## src/rtl/pattern_video_source_pkg.sv

```systemverilog
// Shared project package: raster geometry, field widths, the run-state
// enumeration and the settings bundle that is latched once per frame.
package pattern_video_source_pkg;

    localparam int IMAGE_W      = 320;
    localparam int IMAGE_H      = 240;
    localparam int X_WIDTH      = 9;
    localparam int Y_WIDTH      = 8;
    localparam int COLOUR_WIDTH = 3;
    localparam int POS_WIDTH    = 10;

    typedef enum logic [1:0] {
        IDLE,
        EMIT,
        PACE,
        FRAME_END
    } state_t;

    // Everything the raster needs to stay constant for a whole frame.
    typedef struct packed {
        logic [3:0]              paceDiv;
        logic [5:0]              objSize;
        logic [2:0]              speed;
        logic [COLOUR_WIDTH-1:0] objColour;
        logic [COLOUR_WIDTH-1:0] bgColour;
    } settings_t;

    // True when coord lies in the half-open span [pos, pos+size).
    // A size of zero yields an empty span, which is how "no object" works.
    function automatic logic insideSpan(
        input logic [POS_WIDTH-1:0] coord,
        input logic [POS_WIDTH-1:0] pos,
        input logic [5:0]           size
    );
        logic [POS_WIDTH-1:0] spanEnd;
        spanEnd = pos + POS_WIDTH'(size);
        return (coord >= pos) && (coord < spanEnd);
    endfunction

endpackage

```

## src/rtl/pattern_video_source_if.sv

```systemverilog
// Pixel stream between the pattern source and its sink: one strobe per
// pixel with coordinates and colour, plus a stall line from the sink.
interface pattern_video_source_if;
    import pattern_video_source_pkg::*;

    logic                    waitrequest;
    logic                    pixel_en;
    logic [X_WIDTH-1:0]      x;
    logic [Y_WIDTH-1:0]      y;
    logic [COLOUR_WIDTH-1:0] colour;
    logic                    frame_start;

    modport master (
        input  waitrequest,
        output pixel_en,
        output x,
        output y,
        output colour,
        output frame_start
    );

    modport slave (
        output waitrequest,
        input  pixel_en,
        input  x,
        input  y,
        input  colour,
        input  frame_start
    );

endinterface

```

## src/rtl/pattern_video_source_bounce_axis.sv

```systemverilog
// One axis of the bouncing object: the position moves by speed once per
// frame and reverses when the object would cross 0 or LIMIT.
module bounce_axis #(
    parameter int LIMIT = 320
) (
    input  logic       clock,
    input  logic       resetn,
    input  logic       i_update,
    input  logic [5:0] i_size,
    input  logic [2:0] i_speed,
    output logic [9:0] o_pos
);
    import pattern_video_source_pkg::*;

    localparam logic [POS_WIDTH-1:0] W_LIMIT = POS_WIDTH'(LIMIT);

    logic [POS_WIDTH-1:0] r_pos;
    logic                 r_dirNeg;
    logic [POS_WIDTH-1:0] w_speed;
    logic [POS_WIDTH-1:0] w_size;
    logic [POS_WIDTH-1:0] w_farEdge;

    assign w_speed   = POS_WIDTH'(i_speed);
    assign w_size    = POS_WIDTH'(i_size);
    assign w_farEdge = r_pos + w_speed + w_size;
    assign o_pos     = r_pos;

    // Advance once per update strobe, clamping to the wall and flipping direction on contact.
    always_ff @(posedge clock or negedge resetn) begin
        if (!resetn) begin
            r_pos    <= '0;
            r_dirNeg <= 1'b0;
        end else if (i_update) begin
            if (!r_dirNeg) begin
                if (w_farEdge > W_LIMIT) begin
                    r_pos    <= W_LIMIT - w_size;
                    r_dirNeg <= 1'b1;
                end else begin
                    r_pos <= r_pos + w_speed;
                end
            end else begin
                if (r_pos < w_speed) begin
                    r_pos    <= '0;
                    r_dirNeg <= 1'b0;
                end else begin
                    r_pos <= r_pos - w_speed;
                end
            end
        end
    end

endmodule

```

## src/rtl/pattern_video_source.sv

```systemverilog
// Test-pattern generator: walks the raster in x-major order, paints a
// bouncing square over a flat background and emits one registered pixel
// per strobe, honouring sink stalls and an optional inter-pixel gap.
module pattern_video_source #(
    parameter int IMAGE_W = pattern_video_source_pkg::IMAGE_W,
    parameter int IMAGE_H = pattern_video_source_pkg::IMAGE_H
) (
    input  logic                                          clock,
    input  logic                                          resetn,
    input  logic                                          enable,
    input  logic [3:0]                                    pace_div,
    input  logic [5:0]                                    obj_size,
    input  logic [2:0]                                    speed,
    input  logic [pattern_video_source_pkg::COLOUR_WIDTH-1:0] obj_colour,
    input  logic [pattern_video_source_pkg::COLOUR_WIDTH-1:0] bg_colour,
    output logic [15:0]                                   frame_count,
    pattern_video_source_if.master                        vid
);
    import pattern_video_source_pkg::*;

    localparam logic [X_WIDTH-1:0] X_LAST = X_WIDTH'(IMAGE_W - 1);
    localparam logic [Y_WIDTH-1:0] Y_LAST = Y_WIDTH'(IMAGE_H - 1);

    state_t                  r_state;
    state_t                  w_nextState;
    settings_t               r_set;
    logic [3:0]              r_paceCnt;
    logic [X_WIDTH-1:0]      r_cntX;
    logic [Y_WIDTH-1:0]      r_cntY;

    logic                    r_pixelEn;
    logic [X_WIDTH-1:0]      r_x;
    logic [Y_WIDTH-1:0]      r_y;
    logic [COLOUR_WIDTH-1:0] r_colour;
    logic                    r_frameStart;
    logic [15:0]             r_frameCount;

    logic                    w_emit;
    logic                    w_latch;
    logic                    w_frameEnd;
    logic                    w_paceLoad;
    logic                    w_lastPixel;
    logic                    w_inObj;
    logic [POS_WIDTH-1:0]    w_objX;
    logic [POS_WIDTH-1:0]    w_objY;

    assign w_lastPixel = (r_cntX == X_LAST) && (r_cntY == Y_LAST);
    assign w_inObj     = insideSpan(POS_WIDTH'(r_cntX), w_objX, r_set.objSize)
                       && insideSpan(POS_WIDTH'(r_cntY), w_objY, r_set.objSize);

    // State register; reset abandons any frame in progress.
    always_ff @(posedge clock or negedge resetn) begin
        if (!resetn) begin
            r_state <= IDLE;
        end else begin
            r_state <= w_nextState;
        end
    end

    // Next-state decode; the last pixel takes priority over pacing.
    always_comb begin
        w_nextState = r_state;
        case (r_state)
            IDLE: begin
                if (enable) begin
                    w_nextState = EMIT;
                end
            end
            EMIT: begin
                if (!vid.waitrequest) begin
                    if (w_lastPixel) begin
                        w_nextState = FRAME_END;
                    end else if (r_set.paceDiv != 4'd0) begin
                        w_nextState = PACE;
                    end
                end
            end
            PACE: begin
                if (r_paceCnt == 4'd0) begin
                    w_nextState = EMIT;
                end
            end
            FRAME_END: begin
                w_nextState = enable ? EMIT : IDLE;
            end
            default: begin
                w_nextState = IDLE;
            end
        endcase
    end

    // Control strobes derived from the current state for the datapath below.
    always_comb begin
        w_emit     = 1'b0;
        w_latch    = 1'b0;
        w_frameEnd = 1'b0;
        w_paceLoad = 1'b0;
        case (r_state)
            IDLE:      w_latch = enable;
            EMIT: begin
                w_emit     = !vid.waitrequest;
                w_paceLoad = !vid.waitrequest && !w_lastPixel && (r_set.paceDiv != 4'd0);
            end
            FRAME_END: begin
                w_latch    = 1'b1;
                w_frameEnd = 1'b1;
            end
            default: begin
                w_emit = 1'b0;
            end
        endcase
    end

    // Settings only change between frames so a frame never mixes two configurations.
    always_ff @(posedge clock or negedge resetn) begin
        if (!resetn) begin
            r_set <= '0;
        end else if (w_latch) begin
            r_set <= '{paceDiv:   pace_div,
                       objSize:   obj_size,
                       speed:     speed,
                       objColour: obj_colour,
                       bgColour:  bg_colour};
        end
    end

    // Gap counter: loaded after an emission so PACE lasts exactly paceDiv cycles.
    always_ff @(posedge clock or negedge resetn) begin
        if (!resetn) begin
            r_paceCnt <= '0;
        end else if (w_paceLoad) begin
            r_paceCnt <= r_set.paceDiv - 4'd1;
        end else if ((r_state == PACE) && (r_paceCnt != 4'd0)) begin
            r_paceCnt <= r_paceCnt - 4'd1;
        end
    end

    // Raster walker holding the pending pixel; it parks on the last pixel until the frame closes.
    always_ff @(posedge clock or negedge resetn) begin
        if (!resetn) begin
            r_cntX <= '0;
            r_cntY <= '0;
        end else if (w_frameEnd) begin
            r_cntX <= '0;
            r_cntY <= '0;
        end else if (w_emit && !w_lastPixel) begin
            if (r_cntX == X_LAST) begin
                r_cntX <= '0;
                r_cntY <= r_cntY + Y_WIDTH'(1);
            end else begin
                r_cntX <= r_cntX + X_WIDTH'(1);
            end
        end
    end

    // Registered pixel outputs; coordinates and colour hold between strobes.
    always_ff @(posedge clock or negedge resetn) begin
        if (!resetn) begin
            r_pixelEn    <= 1'b0;
            r_frameStart <= 1'b0;
            r_x          <= '0;
            r_y          <= '0;
            r_colour     <= '0;
        end else begin
            r_pixelEn    <= w_emit;
            r_frameStart <= w_emit && (r_cntX == '0) && (r_cntY == '0);
            if (w_emit) begin
                r_x      <= r_cntX;
                r_y      <= r_cntY;
                r_colour <= w_inObj ? r_set.objColour : r_set.bgColour;
            end
        end
    end

    // Completed-frame counter, wrapping naturally at 16 bits.
    always_ff @(posedge clock or negedge resetn) begin
        if (!resetn) begin
            r_frameCount <= '0;
        end else if (w_frameEnd) begin
            r_frameCount <= r_frameCount + 16'd1;
        end
    end

    // The object moves with the settings of the frame that just finished.
    bounce_axis #(.LIMIT(IMAGE_W)) u_bounceX (
        .clock    (clock),
        .resetn   (resetn),
        .i_update (w_frameEnd),
        .i_size   (r_set.objSize),
        .i_speed  (r_set.speed),
        .o_pos    (w_objX)
    );

    bounce_axis #(.LIMIT(IMAGE_H)) u_bounceY (
        .clock    (clock),
        .resetn   (resetn),
        .i_update (w_frameEnd),
        .i_size   (r_set.objSize),
        .i_speed  (r_set.speed),
        .o_pos    (w_objY)
    );

    assign vid.pixel_en    = r_pixelEn;
    assign vid.x           = r_x;
    assign vid.y           = r_y;
    assign vid.colour      = r_colour;
    assign vid.frame_start = r_frameStart;
    assign frame_count     = r_frameCount;

endmodule

```

## src/flat_wrapper.sv

```systemverilog
// flat-port wrapper written by rule: the top's interface ports become plain ports
module pattern_video_source_flat import pattern_video_source_pkg::*;
#(
    parameter int IMAGE_W = pattern_video_source_pkg::IMAGE_W,
    parameter int IMAGE_H = pattern_video_source_pkg::IMAGE_H
)
  (clock, resetn, enable, pace_div, obj_size, speed, obj_colour, bg_colour, frame_count, vid_waitrequest, vid_pixel_en, vid_x, vid_y, vid_colour, vid_frame_start);
  pattern_video_source_if vid_i ();
  input  logic clock;
  input  logic resetn;
  input  logic enable;
  input  logic [3:0] pace_div;
  input  logic [5:0] obj_size;
  input  logic [2:0] speed;
  input  logic [pattern_video_source_pkg::COLOUR_WIDTH-1:0] obj_colour;
  input  logic [pattern_video_source_pkg::COLOUR_WIDTH-1:0] bg_colour;
  output logic [15:0] frame_count;
  input wire logic [$bits(vid_i.waitrequest)-1:0] vid_waitrequest;
  output wire logic [$bits(vid_i.pixel_en)-1:0] vid_pixel_en;
  output wire logic [$bits(vid_i.x)-1:0] vid_x;
  output wire logic [$bits(vid_i.y)-1:0] vid_y;
  output wire logic [$bits(vid_i.colour)-1:0] vid_colour;
  output wire logic [$bits(vid_i.frame_start)-1:0] vid_frame_start;
  assign vid_i.waitrequest = vid_waitrequest;
  assign vid_pixel_en = vid_i.pixel_en;
  assign vid_x = vid_i.x;
  assign vid_y = vid_i.y;
  assign vid_colour = vid_i.colour;
  assign vid_frame_start = vid_i.frame_start;
  pattern_video_source #(.IMAGE_W(IMAGE_W), .IMAGE_H(IMAGE_H)) u_core (.clock(clock), .resetn(resetn), .enable(enable), .pace_div(pace_div), .obj_size(obj_size), .speed(speed), .obj_colour(obj_colour), .bg_colour(bg_colour), .frame_count(frame_count), .vid(vid_i));
endmodule
```

## config.mk

```make
export PLATFORM = sky130hd
export DESIGN_NAME = pattern_video_source_flat
export DESIGN_NICKNAME = d
export VERILOG_FILES = /design/src/rtl/pattern_video_source_pkg.sv /design/src/rtl/pattern_video_source_if.sv /design/src/rtl/pattern_video_source_bounce_axis.sv /design/src/rtl/pattern_video_source.sv /design/src/flat_wrapper.sv
export SDC_FILE = /design/constraint.sdc
export NUM_CORES = 1
export LEC_CHECK = 0
export ABC_AREA = 1
export ABC_CLOCK_PERIOD_IN_PS = 4200
export BUFFER_PORTS_ARGS = -buffer_cell sky130_fd_sc_hd__buf_2
export CORE_ASPECT_RATIO = 1.25
export CORE_UTILIZATION = 61
export CTS_CLUSTER_DIAMETER = 120
export DETAILED_ROUTE_END_ITERATION = 7
export PLACE_DENSITY = 0.88
export SYNTH_ARGS = -nofsm -noshare
export SYNTH_HDL_FRONTEND = slang
export SYNTH_SLANG_ARGS = --single-unit
```

## constraint.sdc

```tcl
create_clock -name clock -period 4.2 [get_ports clock]
set_input_delay 0.42 -clock clock [delete_from_list [all_inputs] [get_ports clock]]
set_output_delay 0.42 -clock clock [all_outputs]
set_load 0.1 [all_outputs]
```

==> results.txt, run 1 <==
data required time of the worst path -> 4420 ps
Seq/Total Area, Yosys -> 0.3134
Highest Clock Rate -> 279.6 MHz
GR Overflow Total -> 0
min Tclk post-route -> 3577 ps
worst min-delay path class -> input port to async pin
crit path buf inv count -> 4
global-route usage over all layers -> 0.3056
MaxCap Viol Count -> 0
DP HPWL -> 15090 um
clk buf depth -> 2
Synth-to-Final Area Change -> 9.508%
clk root buf -> clkbuf_16
input/output buffers -> 60
CP top delay family -> simple AND/OR/NAND/NOR gates
CTS Hold Bufs -> 0
DR WL/cell -> 15.15 um
Reg-to-Reg Start -> u_core.r_set[7]$_DFFE_PN0P_
antenna violations before repair -> 0
vias in the first global route -> 7389
drt total wl -> 20460 um
predominant post-synthesis flop cell -> dfrtp_1
final hold vios -> 0
slowest cell delay on critical path -> 480 ps
r2r setup slk -> 620 ps
worst clock skew -> 9.390 ps
layout cells sized above 1 -> 0.1107
critical path start-end classification -> flip-flop to flip-flop
CP Capture Type -> flip-flop
Final Cycle Share -> 0.8517
postcts setup bufs -> 0
crit-path max FO -> 10
Synth Register Bits -> 102
r2r endpoint -> u_core.u_bounceY.o_pos[0]$_DFFE_PN0P_
RSZ-0062 raised after global routing -> false
Iter 0 DRT Violations -> 574
crit path DAT -> 3800 ps
met1 Track Usage GR -> 0.3823
Most Crowded Layer GR -> met2
Initial Util -> 0.6346
# nets final -> 1289
first-pass GRT wire length -> 34290 um
status -> complete, no violations
Synth cell types -> 46
slowest CP cell -> dfrtp_1
startpoint type of the worst setup path -> flip-flop
antenna viol nets, final -> 0
Final TNS setup -> 0 ps
DRC Markers -> 0
final setup vio count -> 0
Cell Chain, Critical Path -> inv_1 > ha_1 > nor2_1 > nand2_1 > nand2_1 > nand2_1 > and2_1 > ha_1 > nand2_1 > inv_1 > o21ai_0 > nand3_1 > nand3_1 > nor2_1 > nand2_1 > nand2_1 > inv_2 > nand3_4 > o21bai_1 > inv_1 > nand2_1 > nand2_1
Yosys warnings -> 0
gpl congestion -> 0.9258
post-synth net total -> 1236
die width -> 105.4 um
final slew viol count -> 0
fraction of registers with async set or reset after synthesis -> 1.000
crit-path most repeated cell -> nand2_1
Vias -> 7816
EDFF count, synth -> 0
diode count -> 0
Synth Area per Inst -> 7.240 um^2
drt pass-1 iters -> 6
TritonCTS clock tree -> built
worst-skew pair later-pin latency -> 350 ps
routing usage on met2 -> 0.5263
met3 Track Usage GR -> 0.04216
Post-CTS Resized -> 0
Sink Count -> 102
CTS clock-pin slew for the worst setup and hold paths -> 80 ps
max_slew headroom -> 0.3908
Worst-Margin Slew -> 913.9 ps
Vias/cell -> 5.785
total CTS buffers -> 9
Core ar. -> 12830 um^2
num rows -> 46
Fillers -> 1001
mapped cell area -> 8145 um^2
Syn Inst Count -> 1125
Die Y -> 131.2 um
largest net degree at the start of global routing -> 74
reg2reg path depth -> 22
H-tree levels -> 3
number of top-level pins -> 61
Die Area -> 13820 um^2
## worst max path at each step
stage                                          startpoint                                    end  slack (ps)  cells after the start
floorplan           u_core.u_bounceX.o_pos[0]$_DFFE_PN0P_  u_core.u_bounceX.o_pos[1]$_DFFE_PN0P_        1140                     20
global placement              u_core.r_set[7]$_DFFE_PN0P_  u_core.u_bounceY.o_pos[0]$_DFFE_PN0P_         860                     21
detailed placement            u_core.r_set[7]$_DFFE_PN0P_  u_core.u_bounceY.o_pos[0]$_DFFE_PN0P_         730                     21
CTS                           u_core.r_set[7]$_DFFE_PN0P_  u_core.u_bounceY.o_pos[0]$_DFFE_PN0P_         650                     21
global route                  u_core.r_set[7]$_DFFE_PN0P_  u_core.u_bounceY.o_pos[0]$_DFFE_PN0P_         250                     21
finish                        u_core.r_set[7]$_DFFE_PN0P_  u_core.u_bounceY.o_pos[0]$_DFFE_PN0P_         620                     22
## cells by family (layout without fill, tap and decap cells)
group           after synthesis  after routing  share of synthesized area
simple gates                528            528                     0.2868
mux                           3              3                   0.004147
buf+inv                     187            245                    0.08879
compound gates              171            171                     0.1149
fa+ha+maj                    88             88                     0.1425
flops                       102            102                     0.3134
xor+xnor                     46             46                    0.04946
## cell usage in the layout, fill, tap and decap left out, drive strengths merged, types with 3 or more instances in the layout
master and instances:
xnor2 11, a21o 3, buf 63, nor2 106
clkinv 3, o211ai 4, a21oi 89, or2 4
dfrtp 102, o21bai 3, nand2 275, inv 167
mux2 3, o21ai 62, nand4 29, nand3 93
ha 80, a31oi 6, xor2 35, nor3 15
fa 8, clkbuf 10
## cell type report
class                   count  area [um^2]  share of cell area
clock inverters             6        100.1             0.01122
flip-flops and latches    102         2552              0.2862
clock buffers              10        239.0             0.02679
multi-input cells         836         4870              0.5459
inverters                 166        623.1             0.06986
repair buffers             63        325.3             0.03647
well taps                 168        210.2             0.02357
## sequential cells by signal, indices dropped and copies added (netlist names), 2 cells and up
signal                  cells
u_core.r_set               19
u_core.frame_count         16
u_core.u_bounceX.o_pos     10
u_core.u_bounceY.o_pos     10
u_core.r_cntX               9
u_core.vid.x                9
u_core.r_cntY               8
u_core.vid.y                8
u_core.r_paceCnt            4
u_core.vid.colour           3
u_core.r_state              2
## layer usage
| metal | vias up | wire [um] |
|---|---|---|
| met4 | 0 | 658 |
| met1 | 3623 | 8305 |
| met3 | 71 | 1419 |
| met5 | - | 0 |
| met2 | 349 | 10080 |
| li1 | 3773 | - |
## stage by stage
step | worst slack [ps] | util | cell area [um^2] | hold WS (ps) | cells
3_3_place_gp | 855.9 | 0.6686 | 8581 | 461.2 | 1335
2_1_floorplan | 1143 | - | 8145 | 124.4 | 1125
5_1_grt | 247.5 | 0.6950 | 8920 | 268.0 | 1351
3_5_place_dp | 730.1 | 0.6686 | 8581 | 457.5 | 1335
4_1_cts | 650.0 | 0.6950 | 8920 | 221.6 | 1351
6_report | 622.9 | 0.6950 | 8920 | 172.3 | 1351
## Yosys cell counts (all sizes together) (2+ instances only)
| cell | count | area, um^2 |
|---|---|---|
| xor2 | 35 | 306.5 |
| inv | 164 | 615.6 |
| nor4 | 2 | 12.51 |
| clkbuf | 11 | 41.29 |
| a21oi | 89 | 468.0 |
| nand2 | 275 | 1080 |
| o211ai | 4 | 30.03 |
| nor3 | 15 | 91.34 |
| nand4 | 29 | 181.4 |
| xnor2 | 11 | 96.34 |
| a31oi | 6 | 37.54 |
| nand3 | 93 | 488.0 |
| o21bai | 3 | 26.27 |
| mux2 | 3 | 33.78 |
| or2 | 4 | 25.02 |
| fa | 8 | 160.2 |
| and2 | 2 | 12.51 |
| clkinv | 2 | 7.510 |
| o21ai | 62 | 317.8 |
| buf | 10 | 58.80 |
| a21o | 3 | 22.52 |
| nor2 | 106 | 430.4 |
| dfrtp | 102 | 2552 |
| ha | 80 | 1001 |
Power of run 1 is not shown: default switching activity piles up to over one toggle a cycle in this logic, so the estimate is an artifact.
==> run 2: changes to the inputs <==
--- a/config.mk
+++ b/config.mk
@@ -8,7 +8,7 @@
 export ABC_AREA = 1
 export ABC_CLOCK_PERIOD_IN_PS = 4200
 export BUFFER_PORTS_ARGS = -buffer_cell sky130_fd_sc_hd__buf_2
-export CORE_ASPECT_RATIO = 1.25
+export CORE_ASPECT_RATIO = 1.75
 export CORE_UTILIZATION = 61
 export CTS_CLUSTER_DIAMETER = 120
 export DETAILED_ROUTE_END_ITERATION = 7
==> results.txt, run 2 (synthesis gave the netlist of run 1 again) <==
die width -> 89.35 um
GR Overflow Total -> 0
worst min-delay path class -> input port to async pin
Highest Clock Rate -> 276.9 MHz
largest reg by FF count -> u_core.r_set
DP HPWL -> 16170 um
crit-path max FO -> 10
max_slew headroom -> 0.5653
data required time of the worst path -> 4440 ps
area of the multi-input gates -> 4870 um^2
final slew viol count -> 0
clk root buf -> clkbuf_16
Die Y -> 154.9 um
DR WL/cell -> 15.57 um
Iter 0 DRT Violations -> 717
Worst-Margin Slew -> 652.1 ps
number of top-level pins -> 61
Die Area -> 13840 um^2
Final TNS setup -> 0 ps
critical path start-end classification -> flip-flop to flip-flop
first-pass GRT wire length -> 34530 um
drt total wl -> 21140 um
DRC Markers -> 0
TritonCTS clock tree -> built
vias in the first global route -> 7687
clk buf depth -> 2
postcts setup bufs -> 0
Synth-to-Final Area Change -> 9.171%
num rows -> 55
H-tree levels -> 3
crit-path most repeated cell -> nand2_1
crit path DAT -> 3860 ps
Final Util -> 0.6837
min Tclk post-route -> 3612 ps
slowest cell delay on critical path -> 500 ps
CP Capture Type -> flip-flop
Initial Util -> 0.6263
global-route usage over all layers -> 0.3230
DP Worst Slack -> 663.0 ps
largest net degree at the start of global routing -> 43
register area -> 2552 um^2
startpoint type of the worst setup path -> flip-flop
status -> finished with violations
slowest CP cell -> dfrtp_1
Cell Chain, Critical Path -> inv_1 > ha_1 > nor2_1 > nand2_1 > nand2_1 > nand2_1 > and2_1 > ha_1 > nand2_1 > nor2_1 > nand2_1 > nand3_1 > nand2_1 > a21oi_1 > nand4_1 > nand2_2 > nand3_4 > o21bai_1 > inv_1 > nand2_1 > nand2_1
antenna violations before repair -> 0
Post-CTS Resized -> 0
CTS Hold Bufs -> 0
hold slack -> -10.51 ps
Sink Count -> 102
Vias -> 7898
gpl congestion -> 0.8652
worst clock skew -> 7.020 ps
final hold vios -> 6
drt pass-1 iters -> 6
CTS clock-pin slew for the worst setup and hold paths -> 80 ps
total CTS buffers -> 9
input/output buffers -> 60
most common cell after layout, fill and taps aside -> nand2_1
WL met2 -> 10870 um
top layer in use -> met4
MaxCap Viol Count -> 0
RSZ-0062 raised after global routing -> false
most frequent cells in the layout -> nand2_1, inv_1, dfrtp_1, nor2_1, nand3_1
# nets final -> 1292
failing checks -> hold timing
M1 wire length -> 7767 um
max reg flops -> 19
Vias/cell -> 5.820
Met3 Wirelength -> 1220 um
Core ar. -> 13010 um^2
final setup vio count -> 0
Fillers -> 1036
Final Cycle Share -> 0.8600
worst-skew pair later-pin latency -> 350 ps
antenna viol nets, final -> 0
diode count -> 0
layout cells sized above 1 -> 0.1130
final worst setup slack -> 588.0 ps
run 2: path summary, 6_finish.rpt:
check                                       startpoint                               endpoint  slack [ps]  cells after the start
max reg2reg                u_core.r_set[7]$_DFFE_PN0P_  u_core.u_bounceY.o_pos[0]$_DFFE_PN0P_         590                     21
min in group clock                     vid_waitrequest          u_core.vid.pixel_en$_DFF_PN0_         290                      2
max in group asynchronous                       resetn           u_core.r_cntY[4]$_DFFE_PN0P_        3330                      2
min                                             resetn           u_core.r_set[16]$_DFFE_PN0P_         -10                      1
max                        u_core.r_set[7]$_DFFE_PN0P_  u_core.u_bounceY.o_pos[0]$_DFFE_PN0P_         590                     21
min reg2reg                u_core.vid.x[6]$_DFFE_PN0P_            u_core.vid.x[6]$_DFFE_PN0P_         480                      2
run 2: area by class of cell:
class	instances	share of cell area
Clock buffer	9	0.02533
Clock inverter	7	0.006754
Inverter	166	0.07007
Multi-Input combinational cell	836	0.5476
Sequential cell	102	0.2870
Tap cell	171	0.02406
Timing Repair Buffer	66	0.03912
run 2: per-layer routing:
layer  track usage  up-vias
met4        0.1890        0
met2        0.5711      348
li1              -     3775
met3       0.04934      104
met5             0        -
met1        0.3554     3671
run 2: worst max-delay path: cells and delay by family, from the launching register on:
family          cells  cell delay (ps)
fa+ha+maj           2              730
compound gates      2              300
buf+inv             2              280
flops               1              500
simple gates       15             1670
run 2: stage by stage:
| stage | cells | area, um^2 |
|---|---|---|
| 4_1_cts | 1357 | 8892 |
| 3_3_place_gp | 1341 | 8607 |
| 5_1_grt | 1357 | 8892 |
| 6_report | 1357 | 8892 |
| 2_1_floorplan | 1125 | 8145 |
| 3_5_place_dp | 1341 | 8607 |
Power of run 2 is left out for the same reason.
==> run 3: changes to the inputs <==
--- a/config.mk
+++ b/config.mk
@@ -12,6 +12,7 @@
 export CORE_UTILIZATION = 61
 export CTS_CLUSTER_DIAMETER = 120
 export DETAILED_ROUTE_END_ITERATION = 7
+export HOLD_SLACK_MARGIN = 0.03
 export PLACE_DENSITY = 0.88
 export SYNTH_ARGS = -nofsm -noshare
 export SYNTH_HDL_FRONTEND = slang
==> results.txt, run 3 (synthesis gave the netlist of run 1 again) <==
num rows -> 55
largest net degree at the start of global routing -> 43
status -> complete, no violations
drt total wl -> 21160 um
CTS clock-pin slew for the worst setup and hold paths -> 80 ps
antenna viol nets, final -> 0
final hold vios -> 0
postcts setup bufs -> 0
crit-path max FO -> 10
clk root buf -> clkbuf_16
antenna violations before repair -> 0
worst clock skew -> 8.928 ps
routing usage on met2 -> 0.5711
Die Area -> 13840 um^2
worst-skew pair later-pin latency -> 350 ps
worst min-delay path class -> input port to flip-flop
layout cells sized above 1 -> 0.1129
Initial Util -> 0.6263
final setup vio count -> 0
Iter 0 DRT Violations -> 673
Final Cycle Share -> 0.8596
Worst-Margin Slew -> 651.3 ps
met3 Track Usage GR -> 0.04934
Synth-to-Final Area Change -> 9.293%
Most Crowded Layer GR -> met2
number of top-level pins -> 61
Vias/cell -> 5.820
data required time of the worst path -> 4440 ps
Core ar. -> 13010 um^2
input/output buffers -> 60
vias in the first global route -> 7685
# nets final -> 1293
Final TNS setup -> 0 ps
DP HPWL -> 16170 um
GR Overflow Total -> 0
DRC Markers -> 0
total CTS buffers -> 9
drt pass-1 iters -> 6
crit path DAT -> 3850 ps
max reg flops -> 19
met1 Track Usage GR -> 0.3557
MaxCap Viol Count -> 0
most frequent cells in the layout -> nand2_1, inv_1, dfrtp_1, nor2_1, nand3_1
diode count -> 0
first-pass GRT wire length -> 34540 um
gpl congestion -> 0.8652
Vias -> 7904
Sink Count -> 102
critical path start-end classification -> flip-flop to flip-flop
Die Y -> 154.9 um
DR WL/cell -> 15.58 um
max_slew headroom -> 0.5658
Post-Place Cells -> 1341
r2r setup slk -> 590 ps
RSZ-0062 raised after global routing -> false
min Tclk post-route -> 3610 ps
most common cell after layout, fill and taps aside -> nand2_1
die width -> 89.35 um
Highest Clock Rate -> 277.0 MHz
largest reg by FF count -> u_core.r_set
TritonCTS clock tree -> built
H-tree levels -> 3
global-route usage over all layers -> 0.3231
startpoint type of the worst setup path -> flip-flop
final slew viol count -> 0
Finished Layout Cells -> 1358
clk buf depth -> 2
CP Capture Type -> flip-flop
run 3: worst max-delay path: stages, from the launching register on:
cell and delay [ps]:
dfrtp_1 500, inv_1 210, ha_1 340, nor2_1 110, nand2_1 90, nand2_1 190, nand2_1 90, and2_1 170
ha_1 390, nand2_1 110, nor2_1 120, nand2_1 80, nand3_1 70, nand2_1 90, a21oi_1 130, nand4_1 100
nand2_2 180, nand3_4 170, o21bai_1 170, inv_1 60, nand2_1 60, nand2_1 50
run 3: per-layer routing:
layer	vias up	part of all wire
li1	3776	-
met1	3678	0.37
met4	0	0.059
met3	104	0.056
met5	-	0
met2	346	0.52
run 3: what timing repair did:
item / in CTS / in global routing
hold endpoints to repair: 29 / 0
gates resized for setup: 0 / 0
hold buffers: 1 / 0
run 3: worst paths after layout:
kind / from / endpoint / cells past startpoint
worst max-delay path: u_core.r_set[7]$_DFFE_PN0P_ / u_core.u_bounceY.o_pos[0]$_DFFE_PN0P_ / 21
worst min-delay path: vid_waitrequest / u_core.vid.pixel_en$_DFF_PN0_ / 2
worst max register to register: u_core.r_set[7]$_DFFE_PN0P_ / u_core.u_bounceY.o_pos[0]$_DFFE_PN0P_ / 21
worst min register to register: u_core.vid.x[6]$_DFFE_PN0P_ / u_core.vid.x[6]$_DFFE_PN0P_ / 2
max in group asynchronous: resetn / u_core.vid.colour[2]$_DFFE_PN0P_ / 3
min in group asynchronous: resetn / u_core.r_set[16]$_DFFE_PN0P_ / 2
run 3: area by class of cell:
type                    instances  area [um^2]
clock buffers                   9        225.2
clock inverters                 7        60.06
fillers                      1035         4104
inverters                     166        623.1
multi-input cells             836         4870
flip-flops and latches        102         2552
well taps                     171        214.0
repair buffers                 67        357.8
run 3: stage by stage:
step	hold slack, ps	worst slack [ps]	util	area (um^2)
3_3_place_gp	372.1	788.1	0.6618	8607
2_1_floorplan	124.4	1143	-	8145
5_1_grt	284.9	258.2	0.6845	8902
6_report	287.7	589.6	0.6845	8902
4_1_cts	285.6	639.3	0.6845	8902
3_5_place_dp	379.6	663.0	0.6618	8607
Power of run 3 is left out for the same reason.
